### config.mk
export PLATFORM = sky130hd
export DESIGN_NAME = serial_subtractor_ctrl
export DESIGN_NICKNAME = d
export VERILOG_FILES = /design/src/rtl/serial_subtractor_ctrl.sv
export SDC_FILE = /design/constraint.sdc
export NUM_CORES = 1
export LEC_CHECK = 0
export ABC_AREA = 1
export ABC_CLOCK_PERIOD_IN_PS = 1300
export CAP_MARGIN = 20
export CORE_MARGIN = 2
export CORE_UTILIZATION = 25
export DETAILED_ROUTE_END_ITERATION = 10
export GPL_ROUTABILITY_DRIVEN = 0
export PLACE_DENSITY = 0.49
export SYNTH_ARGS = -nofsm -noshare
export SYNTH_HDL_FRONTEND = slang
export SYNTH_SLANG_ARGS = --single-unit
### constraint.sdc
create_clock -name clk -period 1.3 [get_ports clk]
set_input_delay 0.39 -clock clk [delete_from_list [all_inputs] [get_ports clk]]
set_output_delay 0.39 -clock clk [all_outputs]
set_load 0.01 [all_outputs]
### src/rtl/serial_subtractor_ctrl.sv
// Bit-serial WIDTH-bit subtractor: one full-subtract cell (two half-subtract stages
// plus borrow OR) is stepped over the operands LSB first, with a start/done handshake.
module serial_subtractor_ctrl #(
   parameter int WIDTH = 8
) (
   input  logic             clk,
   input  logic             rst,
   input  logic             start,
   input  logic [WIDTH-1:0] a,
   input  logic [WIDTH-1:0] b,
   output logic             busy,
   output logic             done,
   output logic [WIDTH-1:0] diff,
   output logic             borrow_out
);

   localparam int CW = $clog2(WIDTH + 1);

   typedef enum logic [1:0] {
      IDLE  = 2'd0,
      SHIFT = 2'd1,
      DONE  = 2'd2
   } state_t;

   state_t           state;
   state_t           next_state;
   logic [WIDTH-1:0] sa;
   logic [WIDTH-1:0] sb;
   logic [WIDTH-1:0] sd;
   logic [WIDTH-1:0] sd_next;
   logic             bin;
   logic [CW-1:0]    cnt;
   logic             last_bit;
   logic             d1;
   logic             b1;
   logic             dbit;
   logic             b2;

   assign last_bit = (cnt == CW'(WIDTH - 1));

   always_ff @(posedge clk) begin
      if (rst) begin
         state <= IDLE;
      end else begin
         state <= next_state;
      end
   end

   always_comb begin
      next_state = state;
      case (state)
         IDLE:    if (start) next_state = SHIFT;
         SHIFT:   if (last_bit) next_state = DONE;
         DONE:    next_state = IDLE;
         default: next_state = IDLE;
      endcase
   end

   always_comb begin
      busy = (state != IDLE);
      done = (state == DONE);
   end

   // One full-subtract step on the current LSBs; the new difference bit enters at the MSB
   // so that after WIDTH steps sd holds the result in natural bit order.
   always_comb begin
      d1      = sa[0] ^ sb[0];
      b1      = ~sa[0] & sb[0];
      dbit    = d1 ^ bin;
      b2      = ~d1 & bin;
      sd_next = sd >> 1;
      sd_next[WIDTH-1] = dbit;
   end

   always_ff @(posedge clk) begin
      if (rst) begin
         sa  <= '0;
         sb  <= '0;
         sd  <= '0;
         bin <= 1'b0;
         cnt <= '0;
      end else begin
         case (state)
            IDLE: begin
               if (start) begin
                  sa  <= a;
                  sb  <= b;
                  sd  <= '0;
                  bin <= 1'b0;
                  cnt <= '0;
               end
            end
            SHIFT: begin
               sa  <= sa >> 1;
               sb  <= sb >> 1;
               sd  <= sd_next;
               bin <= b1 | b2;
               cnt <= cnt + CW'(1);
            end
            default: begin
            end
         endcase
      end
   end

   assign diff       = sd;
   assign borrow_out = bin;

endmodule

==> impl_metrics.env <==
export IMPL_worstSetupPathType="reg -> out"
export IMPL_drt_pass1_iterations=4
export IMPL_worst_pin_slew_ps=347
export IMPL_synth_cell_types=24
export IMPL_syn_nets=221
export IMPL_finClkSkew_ps=8.65
export IMPL_antenna_found_initial=0
export IMPL_setup_violations=2
export IMPL_synth_seq_area_share_pct=40.0
export IMPL_grt_use_total_pct=12.2
export IMPL_crit_required_ps=910
export IMPL_grt_pass1_wl_mm=6.22
export IMPL_core_um2=5960
export IMPL_syn_to_final_growth_pct=41.1
export IMPL_io_pins=30
export IMPL_finalCriticalPeriod_ps=1360
export IMPL_wl_met1_mm=1.87
export IMPL_drive_gt1_share_pct=27.5
export IMPL_postLayoutCoreUtil_pct=36.7
export IMPL_synth_warning_count=0
export IMPL_p_leak_nw=0.927
export IMPL_h_tree_depth=2
export IMPL_fin_nets=268
export IMPL_ys_seq_elements=31
export IMPL_drv_cap=0
export IMPL_root_buffer="clkbuf_8"
export IMPL_drcViolationCount=0
export IMPL_slew_limit_headroom_pct=76.8
export IMPL_drtAntennaViolNets=0
export IMPL_grt_max_degree=28
export IMPL_arrival_ps=970
export IMPL_wl_per_cell_um=11.8
export IMPL_numCtsBuffers=5
export IMPL_portBuffers=29
export IMPL_ir_worst_vdd_uv=436
export IMPL_stdcell_count=322
export IMPL_hp_class="reg -> reg"
export IMPL_cts_max_path_buffers=2
export IMPL_syn_area_um2=1550
export IMPL_setup_tns_ps=-94.8
export IMPL_clock_sinks=31
export IMPL_rsz0062_at_grt="yes"
export IMPL_outcome="complete, but fails checks"
export IMPL_vias_per_cell=4.39
export IMPL_top_layer="met4"
export IMPL_period_share_pct=105
export IMPL_slew_viol_final=0
export IMPL_cp_end_kind="output port"
export IMPL_dieArea_um2=6850
export IMPL_clkSlewWorstSetupHoldPaths_ps=70
export IMPL_antenna_cells=0
export IMPL_drtIter0Drc=43
export IMPL_syn_inst=200
export IMPL_finalHoldViolCount=0
export IMPL_start_util_pct=26.0
export IMPL_cp_start_kind="flop"
export IMPL_violations="setup timing"
export IMPL_die_y_um=82.7
export IMPL_clk_latency_ps=280
export IMPL_place_ws_ps=-220
export IMPL_setup_slack_ps=-63.0
export IMPL_fmax_mhz=734
export IMPL_avgSynthCellArea_um2=7.75
export IMPL_fp_dieW_um=82.7
export IMPL_wl_met2_mm=1.67
export IMPL_grt_pass1_vias=1373
export IMPL_dpl_hpwl_mm=2.46
export IMPL_dr_wl_met3_um=174
export IMPL_drt_wl_total_mm=3.78
export IMPL_place_inst=313
export IMPL_critPathMaxFanout=2
export IMPL_vias=1415
export IMPL_cts_tree="done"
export IMPL_timing_hold_ws_ps=485
export IMPL_grt_overflow=0
export IMPL_p_per_area_nw_per_um2=988
export IMPL_rows=28
-- critical path, cell delays in order (launching register included) --
cell and delay, ps:
dfxtp_2 330, nor2_2 120, buf_6 110, inv_2 30
buf_6 100
-- cell families (layout without fill, tap and decap cells) --
family | Yosys count | count (layout) | synth area share, %
adder cells (fa/ha/maj) | 2 | 2 | 2.10
AND/OR/NAND/NOR | 111 | 111 | 35.8
flip-flops | 31 | 31 | 40.0
AO/OA/AOI/OAI | 21 | 21 | 9.20
buffers and inverters | 35 | 82 | 12.9
-- through the flow --
stage	cell area (µm²)	power (mW)
floorplan	1550	1.26
global placement	2020	1.39
detailed placement	2020	1.39
CTS	2110	2.17
global route	2190	2.28
finish	2190	2.16
-- layout make-up --
class | instances | area [µm²]
fill | 631 | 3770
multi-input combinational | 134 | 751
sequential | 31 | 628
timing repair buffer | 52 | 541
tap | 75 | 93.8
inverter | 23 | 86.3
clock buffer | 6 | 82.6
clock inverter | 1 | 5.00
-- layout by cell type, fill, tap and decap left out, drive strengths merged --
master	netlist	layout
a21oi	18	18
buf	9	24
clkbuf	3	8
clkdlybuf4s15	0	7
clkdlybuf4s50	0	18
clkinv	0	1
dfxtp	31	31
dlygate4sd2	0	1
fa	1	1
ha	1	1
inv	23	23
nand2	45	45
nand3	50	50
nand4	1	1
nor2	13	13
nor4	1	1
o21ai	3	3
or2	1	1
-- metal layers --
metal	track usage (%)	up-vias
met5	0	-
met3	3.80	6
met1	15.5	644
met4	5.41	0
li1	-	735
met2	19.0	30
-- flip-flops by register name, indices dropped and copies added, names as in the netlist --
name,count
borrow_out,1
cnt,4
diff,8
sa,8
sb,8
state,2
-- timing repair --
item / 4_1_cts / 5_1_grt
hold buffers: 0 / 0
cloned: 0 / 2
endpoints found under the setup margin: 11 / 12
pin swaps: 2 / 1
buffers inserted: 1 / 0
resized for setup: 28 / 16
-- where the power goes --
part           internal (mW)  leakage [nW]  switching (mW)
logic                  0.186         0.625           0.195
registers              0.992         0.255          0.0257
clock network          0.415        0.0470           0.348
-- path summary, 6_finish.rpt --
kind	cells past startpoint	from	slack (ps)	end
worst min register to register	2	sb[4]	480	sb[4]
worst max-delay path	4	state[1]	-60	busy
worst min-delay path	2	sb[4]	480	sb[4]
worst max register to register	7	state[1]	30	diff[7]
-- cell usage after synthesis, drive strengths merged --
| cell | count | area share, % |
|---|---|---|
| nand4 | 1 | 0.40 |
| nand2 | 45 | 11 |
| o21ai | 3 | 1.2 |
| a21oi | 18 | 8.0 |
| clkbuf | 3 | 1.4 |
| nor2 | 13 | 3.6 |
| buf | 9 | 6.0 |
| ha | 1 | 0.81 |
| nor4 | 1 | 0.40 |
| inv | 23 | 5.6 |
| dfxtp | 31 | 40 |
| nand3 | 50 | 20 |
| fa | 1 | 1.3 |
| or2 | 1 | 0.40 |
No activity file was read; power rests on OpenSTA's default activity.
